### config.mk
export PLATFORM = sky130hd
export DESIGN_NAME = lsu_align_flat
export DESIGN_NICKNAME = d
export VERILOG_FILES = /design/src/rtl/lsu_align_if.sv /design/src/rtl/lsu_align.sv /design/src/flat_wrapper.sv
export SDC_FILE = /design/constraint.sdc
export NUM_CORES = 1
export LEC_CHECK = 0
export CORE_ASPECT_RATIO = 0.5
export CORE_MARGIN = 1.5
export CORE_UTILIZATION = 45
export DETAILED_ROUTE_END_ITERATION = 7
export MAX_ROUTING_LAYER = met4
export PLACE_DENSITY = 0.85
export SLEW_MARGIN = 20
export SYNTH_ARGS = -nofsm -noshare
export SYNTH_HDL_FRONTEND = slang
export SYNTH_SLANG_ARGS = --single-unit
### constraint.sdc
create_clock -name clk -period 4.17 [get_ports clk]
set_input_delay 0.834 -clock clk [delete_from_list [all_inputs] [get_ports clk]]
set_output_delay 0.834 -clock clk [all_outputs]
set_load 0.03 [all_outputs]
### src/rtl/lsu_align_if.sv
// Request/response channel plus memory beat channel of lsu_align.
// slave is the alignment unit's view; master is the requester/memory side.
interface lsu_align_if #(
  parameter int ADDR_W = 32
);
  logic              req_valid;
  logic              req_ready;
  logic [2:0]        req_ctrl;
  logic [ADDR_W-1:0] req_addr;
  logic [31:0]       req_wdata;
  logic              rsp_valid;
  logic [31:0]       rsp_rdata;
  logic              rsp_fault;
  logic              mem_valid;
  logic              mem_ready;
  logic              mem_we;
  logic [ADDR_W-1:0] mem_addr;
  logic [3:0]        mem_be;
  logic [31:0]       mem_wdata;
  logic              mem_rvalid;
  logic [31:0]       mem_rdata;

  modport master (
    output req_valid, req_ctrl, req_addr, req_wdata, mem_ready, mem_rvalid, mem_rdata,
    input  req_ready, rsp_valid, rsp_rdata, rsp_fault, mem_valid, mem_we, mem_addr, mem_be, mem_wdata
  );

  modport slave (
    input  req_valid, req_ctrl, req_addr, req_wdata, mem_ready, mem_rvalid, mem_rdata,
    output req_ready, rsp_valid, rsp_rdata, rsp_fault, mem_valid, mem_we, mem_addr, mem_be, mem_wdata
  );
endinterface

### src/rtl/lsu_align.sv
// Load/store alignment unit: positions byte lanes, splits word-crossing
// accesses into two memory beats and merges/extends load data.
module lsu_align #(
  parameter int ADDR_W      = 32,
  parameter bit MISALIGN_EN = 1'b1
) (
  input  logic        clk,
  input  logic        rst,
  lsu_align_if.slave  bus
);

  typedef enum logic [2:0] {IDLE, B1_REQ, B1_WAIT, B2_REQ, B2_WAIT, RESP} state_t;

  state_t            state, state_next;
  logic [2:0]        ctrl_q;
  logic [ADDR_W-1:0] addr_q;
  logic [31:0]       wdata_q;
  logic [31:0]       rdata1_q;
  logic [31:0]       rdata2_q;
  logic              fault_q;

  function automatic logic [2:0] size_of(input logic [2:0] ctrl);
    case (ctrl)
      3'b000, 3'b011, 3'b101: size_of = 3'd1;
      3'b001, 3'b100, 3'b110: size_of = 3'd2;
      default:                size_of = 3'd4;
    endcase
  endfunction

  function automatic logic [3:0] mask_of(input logic [2:0] size);
    case (size)
      3'd1:    mask_of = 4'b0001;
      3'd2:    mask_of = 4'b0011;
      default: mask_of = 4'b1111;
    endcase
  endfunction

  logic       accept;
  logic [2:0] req_size;
  logic [1:0] req_off;
  logic       req_fault;

  assign accept   = bus.req_valid && (state == IDLE);
  assign req_size = size_of(bus.req_ctrl);
  assign req_off  = bus.req_addr[1:0];
  assign req_fault = !MISALIGN_EN &&
                     (((req_size == 3'd2) && req_off[0]) ||
                      ((req_size == 3'd4) && (req_off != 2'b00)));

  logic [2:0]        size;
  logic [1:0]        off;
  logic [2:0]        end_pos;
  logic              split;
  logic              is_store;
  logic [ADDR_W-1:0] word_addr;
  logic [7:0]        lane_mask;
  logic [63:0]       wide_wdata;
  logic [63:0]       wide_rdata;
  logic [31:0]       raw;
  logic [31:0]       load_data;

  assign size     = size_of(ctrl_q);
  assign off      = addr_q[1:0];
  assign end_pos  = {1'b0, off} + size;
  assign split    = MISALIGN_EN && (end_pos > 3'd4);
  assign is_store = ctrl_q[2] && (ctrl_q[1] || ctrl_q[0]);
  assign word_addr = {addr_q[ADDR_W-1:2], 2'b00};

  // Low half of each 64-bit shift feeds beat 1, high half feeds beat 2;
  // rdata2_q is zero for single-beat loads so the merge needs no mux.
  assign lane_mask  = {4'b0000, mask_of(size)} << off;
  assign wide_wdata = {32'd0, wdata_q} << {off, 3'b000};
  assign wide_rdata = {rdata2_q, rdata1_q} >> {off, 3'b000};
  assign raw        = wide_rdata[31:0];

  always_comb begin
    load_data = 32'd0;
    case (ctrl_q)
      3'b000:  load_data = {{24{raw[7]}}, raw[7:0]};
      3'b001:  load_data = {{16{raw[15]}}, raw[15:0]};
      3'b010:  load_data = raw;
      3'b011:  load_data = {24'd0, raw[7:0]};
      3'b100:  load_data = {16'd0, raw[15:0]};
      default: load_data = 32'd0;
    endcase
  end

  always_ff @(posedge clk or posedge rst) begin
    if (rst) begin
      state <= IDLE;
    end else begin
      state <= state_next;
    end
  end

  always_comb begin
    state_next = state;
    case (state)
      IDLE:    if (accept) state_next = req_fault ? RESP : B1_REQ;
      B1_REQ:  if (bus.mem_ready) state_next = is_store ? (split ? B2_REQ : RESP) : B1_WAIT;
      B1_WAIT: if (bus.mem_rvalid) state_next = split ? B2_REQ : RESP;
      B2_REQ:  if (bus.mem_ready) state_next = is_store ? RESP : B2_WAIT;
      B2_WAIT: if (bus.mem_rvalid) state_next = RESP;
      RESP:    state_next = IDLE;
      default: state_next = IDLE;
    endcase
  end

  always_ff @(posedge clk or posedge rst) begin
    if (rst) begin
      ctrl_q   <= 3'd0;
      addr_q   <= '0;
      wdata_q  <= 32'd0;
      rdata1_q <= 32'd0;
      rdata2_q <= 32'd0;
      fault_q  <= 1'b0;
    end else begin
      if (accept) begin
        ctrl_q   <= bus.req_ctrl;
        addr_q   <= bus.req_addr;
        wdata_q  <= bus.req_wdata;
        fault_q  <= req_fault;
        rdata1_q <= 32'd0;
        rdata2_q <= 32'd0;
      end
      if ((state == B1_WAIT) && bus.mem_rvalid) rdata1_q <= bus.mem_rdata;
      if ((state == B2_WAIT) && bus.mem_rvalid) rdata2_q <= bus.mem_rdata;
    end
  end

  // Beat outputs come straight from latched request state, so they hold during stalls.
  always_comb begin
    bus.req_ready = (state == IDLE);
    bus.rsp_valid = 1'b0;
    bus.rsp_fault = 1'b0;
    bus.rsp_rdata = 32'd0;
    bus.mem_valid = 1'b0;
    bus.mem_we    = 1'b0;
    bus.mem_addr  = '0;
    bus.mem_be    = 4'd0;
    bus.mem_wdata = 32'd0;
    case (state)
      B1_REQ: begin
        bus.mem_valid = 1'b1;
        bus.mem_we    = is_store;
        bus.mem_addr  = word_addr;
        bus.mem_be    = lane_mask[3:0];
        bus.mem_wdata = wide_wdata[31:0];
      end
      B2_REQ: begin
        bus.mem_valid = 1'b1;
        bus.mem_we    = is_store;
        bus.mem_addr  = word_addr + ADDR_W'(4);
        bus.mem_be    = lane_mask[7:4];
        bus.mem_wdata = wide_wdata[63:32];
      end
      RESP: begin
        bus.rsp_valid = 1'b1;
        bus.rsp_fault = fault_q;
        bus.rsp_rdata = fault_q ? 32'd0 : load_data;
      end
      default: ;
    endcase
  end

endmodule

### src/flat_wrapper.sv
// flat-port wrapper written by rule: the top's interface ports become plain ports
module lsu_align_flat 
#(
  parameter int ADDR_W      = 32,
  parameter bit MISALIGN_EN = 1'b1
)
  (clk, rst, bus_req_valid, bus_req_ctrl, bus_req_addr, bus_req_wdata, bus_mem_ready, bus_mem_rvalid, bus_mem_rdata, bus_req_ready, bus_rsp_valid, bus_rsp_rdata, bus_rsp_fault, bus_mem_valid, bus_mem_we, bus_mem_addr, bus_mem_be, bus_mem_wdata);
  lsu_align_if #(.ADDR_W(ADDR_W)) bus_i ();
  input  logic clk;
  input  logic rst;
  input wire logic [$bits(bus_i.req_valid)-1:0] bus_req_valid;
  input wire logic [$bits(bus_i.req_ctrl)-1:0] bus_req_ctrl;
  input wire logic [$bits(bus_i.req_addr)-1:0] bus_req_addr;
  input wire logic [$bits(bus_i.req_wdata)-1:0] bus_req_wdata;
  input wire logic [$bits(bus_i.mem_ready)-1:0] bus_mem_ready;
  input wire logic [$bits(bus_i.mem_rvalid)-1:0] bus_mem_rvalid;
  input wire logic [$bits(bus_i.mem_rdata)-1:0] bus_mem_rdata;
  output wire logic [$bits(bus_i.req_ready)-1:0] bus_req_ready;
  output wire logic [$bits(bus_i.rsp_valid)-1:0] bus_rsp_valid;
  output wire logic [$bits(bus_i.rsp_rdata)-1:0] bus_rsp_rdata;
  output wire logic [$bits(bus_i.rsp_fault)-1:0] bus_rsp_fault;
  output wire logic [$bits(bus_i.mem_valid)-1:0] bus_mem_valid;
  output wire logic [$bits(bus_i.mem_we)-1:0] bus_mem_we;
  output wire logic [$bits(bus_i.mem_addr)-1:0] bus_mem_addr;
  output wire logic [$bits(bus_i.mem_be)-1:0] bus_mem_be;
  output wire logic [$bits(bus_i.mem_wdata)-1:0] bus_mem_wdata;
  assign bus_i.req_valid = bus_req_valid;
  assign bus_i.req_ctrl = bus_req_ctrl;
  assign bus_i.req_addr = bus_req_addr;
  assign bus_i.req_wdata = bus_req_wdata;
  assign bus_i.mem_ready = bus_mem_ready;
  assign bus_i.mem_rvalid = bus_mem_rvalid;
  assign bus_i.mem_rdata = bus_mem_rdata;
  assign bus_req_ready = bus_i.req_ready;
  assign bus_rsp_valid = bus_i.rsp_valid;
  assign bus_rsp_rdata = bus_i.rsp_rdata;
  assign bus_rsp_fault = bus_i.rsp_fault;
  assign bus_mem_valid = bus_i.mem_valid;
  assign bus_mem_we = bus_i.mem_we;
  assign bus_mem_addr = bus_i.mem_addr;
  assign bus_mem_be = bus_i.mem_be;
  assign bus_mem_wdata = bus_i.mem_wdata;
  lsu_align #(.ADDR_W(ADDR_W), .MISALIGN_EN(MISALIGN_EN)) u_core (.clk(clk), .rst(rst), .bus(bus_i));
endmodule
==> flow_summary.yaml <==
global_routing:
  grt_pass1_wl_mm: 38.5
  grtUsageMet1: 0.348
  grt-busiest-layer: "met2"
  grt_usage: 0.278
  grt.met3_usage: 0.0594
  antenna_found_initial: 0
  grt_pass1_vias: 7649
  overflow: 0
  grt_max_degree: 72
  grt_use_met2: 0.434
place:
  portBuffers: 205
  place.gp.congestion: 0.955
  place_ws_ns: 0.563
  post-dp-hpwl_mm: 17.0
route:
  route.antenna.remaining_nets: 0
  drt_first_pass_iters: 5
  drt_wl_total_mm: 24.4
  num_vias: 7976
  wl_per_cell_microns: 17.5
  avgViaCountPerCell: 5.74
  drcViolationCount: 0
  drt_iter0_drc: 743
worst_setup_path:
  slowest_delay_ns: 0.72
  startpoint_type: "register"
  cp_max_fo: 24
  required_ns: 3.34
  end_kind: "output pin"
  critPathTopFamily: "buffers and inverters"
  cpMaxStageDelayCell: "clkdlybuf4s50_1"
  path_buf_inv: 3
  crit_chain: "inv_1, nor3b_1, nand2_1, buf_4, a21oi_1, clkdlybuf4s50_1"
  cp.arrival_ns: 3.11
  critical_path_class: "register to output pin"
clocking:
  h-tree-depth: 4
  clkSlewWorstSetupHoldPaths_ns: 0.06
  ctsHoldBuffers: 0
  cts.sinks: 126
  clk_latency_ns: 0.41
  tritoncts: "yes"
  clockBufferDepth: 2
  cts-root-buf: "clkbuf_16"
  numCtsBuffers: 17
hold_path:
  hold_class: "register to register"
power_and_ir_drop:
  seq_power_share: 0.304
  power_density_nw_per_um2: 737
  p_sw_mw: 3.56
  p_clk_frac: 0.203
  combPwrFrac: 0.493
  internal_power_mw: 4.32
  ir_worst_vdd_mv: 0.364
  swShare: 0.452
  cellLeakagePower_nw: 4.77
synth:
  async_flop_share: 1.00
  ys_ff_latch: 126
  netlist_area_sq_um: 7790
  syn_inst: 976
  syn_avg_cell_area_sq_um: 7.98
  synthFlopType: "dfrtp_1"
  yosysUniqueCellTypes: 55
  ys_warn_count: 0
  synth_edf_count: 0
  yosysSeqAreaShare: 0.405
timing:
  setup_ws_ns: 0.231
  finClkSkew_ns: 0.0111
  fin_tns_setup_ns: 0
  rsz0062_at_grt: "false"
  fin_crit_ns: 3.94
  hold_violations: 0
  fmax_ghz: 0.254
  setup_viol: 0
  fin_crit_sh: 0.945
  finalMaxSlewViolations: 0
  tightestPinTransition_ns: 0.877
  slew_headroom: 0.413
cells_and_area:
  nets: 1259
  diodes: 0
  seqCellArea_sq_um: 3160
  fill_cells: 1316
  multiInputGateArea_sq_um: 4340
  drive_gt1_frac: 0.0998
  areaGrowthSynthToFinish_pct: 37.2
floorplanning:
  fp.dieW_microns: 189
  die_h_microns: 96.1
  die_area_sq_um: 18200
  rows: 33
  start_util: 0.468
  core_area_sq_um: 16600
  num_io_pins: 209
outcome:
  outcome: "finished clean"
flow_run:
  cap_violations: 0
[layer usage]
metal / part of all wire / vias to the layer above / wire length [microns]
met4: 0.033 / 0 / 807
met1: 0.42 / 3808 / 10200
li1: - / 3689 / -
met2: 0.47 / 396 / 11500
met5: 0 / - / 0
met3: 0.080 / 83 / 1940
[worst register-to-register path: cells and delay by family (launching register included)]
family | cells | cell delay, ns
simple gates | 5 | 0.96
compound gates | 4 | 0.69
fa+ha+maj | 2 | 0.66
flops | 1 | 0.47
xor+xnor | 1 | 0.14
[cell type report]
cell class,count,area share
flip-flops and latches,126,0.296
repair buffers,224,0.208
inverters,12,0.00456
well taps,227,0.0266
multi-input cells,769,0.406
clock inverters,12,0.0172
clock buffers,19,0.0424
[layout by cell type, fill, tap and decap left out, types with 4 or more instances in the layout]
master           instances
nand3_1                 10
clkbuf_16               17
o211ai_1                20
bufinv_16                4
a21oi_1                 47
dlymetal6s2s_1          10
or2_2                   10
nand4_1                  9
dfrtp_1                123
o21ai_0                 66
xnor2_1                 11
xor2_1                  10
buf_4                   29
clkdlybuf4s50_1        182
nand2_1                334
ha_1                     4
or3_1                    4
o22a_1                   4
o22ai_1                 12
nor2_1                  46
a22o_1                  25
a22oi_1                 15
inv_1                    9
and4_1                   4
nor3_1                   9
nor2b_1                  6
and3_1                   9
mux2_2                  24
mux2i_1                 49
or4_1                    5
[through the flow]
step	hold WS [ns]	instances	instance area (sq um)	total power [mW]	utilization
after CTS	0.502	1389	10700	7.84	0.641
final	0.502	1389	10700	7.88	0.643
after detailed placement	0.481	1358	10000	6.20	0.603
after global routing	0.510	1389	10700	8.36	0.643
after global placement	0.478	1358	10000	6.06	0.603
after floorplan	0.455	978	7800	4.85	-
[cell families (layout without fill, tap and decap cells)]
| kind of cell | count (synthesis) | after routing | share of synthesized area |
|---|---|---|---|
| buf+inv | 83 | 267 | 0.0451 |
| simple gates | 471 | 471 | 0.263 |
| flops | 126 | 126 | 0.405 |
| compound gates | 196 | 196 | 0.157 |
| fa+ha+maj | 5 | 5 | 0.00899 |
| xor+xnor | 21 | 21 | 0.0236 |
| mux | 73 | 73 | 0.0976 |
| other cells | 1 | 3 | 0.000481 |
[cell usage after synthesis, types with 2 or more instances]
master	count	area, sq um
nor4b_1	3	26.3
o211ai_1	20	150
buf_2	11	55.1
dfrtp_1	126	3150
or4_1	5	37.5
ha_1	4	50.1
nor3b_1	3	22.5
a22oi_1	15	113
nand3_1	10	50.1
nor3_1	9	45.0
nor4_1	2	12.5
and2_1	2	12.5
nor4bb_1	2	20.0
clkbuf_1	47	176
xnor2_1	11	96.3
nand2_1	335	1260
nand4_1	9	56.3
xor2_1	10	87.6
or4_4	2	22.5
buf_1	7	26.3
nor2b_1	6	37.5
and4_1	4	35.0
nor3_2	2	20.0
buf_4	5	37.5
and3_1	9	56.3
a22o_1	25	219
o21ai_0	66	330
or3_1	4	25.0
o22a_1	4	35.0
a21oi_1	47	235
or2_2	10	62.6
o22ai_1	12	75.1
inv_1	10	37.5
mux2_2	24	270
mux2i_1	49	490
nor2_1	47	176
[path summary, 6_finish.rpt]
| path | start | to | slack, ns | cells past startpoint |
|---|---|---|---|---|
| setup / recovery | u_core.state[0] | bus_rsp_rdata[4] | 0.23 | 6 |
| hold / removal | u_core.rdata2_q[13] | u_core.rdata2_q[13] | 0.50 | 1 |
| setup reg to reg | u_core.ctrl_q[0] | u_core.state[2] | 1.13 | 12 |
| hold reg to reg | u_core.rdata2_q[13] | u_core.rdata2_q[13] | 0.50 | 1 |
| max in group asynchronous | rst | u_core.rdata1_q[13] | 2.51 | 3 |
| min in group asynchronous | rst | u_core.rdata1_q[14] | 0.86 | 2 |
[sequential cells by signal, indices dropped and copies added, names as in the netlist]
signal           flops
u_core.rdata2_q     24
u_core.state         3
u_core.ctrl_q        3
u_core.addr_q       32
u_core.wdata_q      32
u_core.rdata1_q     32
[repair_timing]
| item | CTS | global route |
|---|---|---|
| setup endpoints to repair | 0 | 10 |
| setup buffers | 0 | 0 |
| endpoints found under the hold margin | 0 | 0 |
| resized for setup | 0 | 12 |
[power groups by stage]
stage                     registers [mW]  logic (mW)  clock network, mW
final                               2.40        3.88               1.60
after global routing                2.46        4.21               1.68
after CTS                           2.36        3.86               1.62
after detailed placement            2.37        3.84                  0
after global placement              2.33        3.73                  0
after floorplan                     2.07        2.79                  0
No activity file was read; power rests on OpenSTA's default activity.
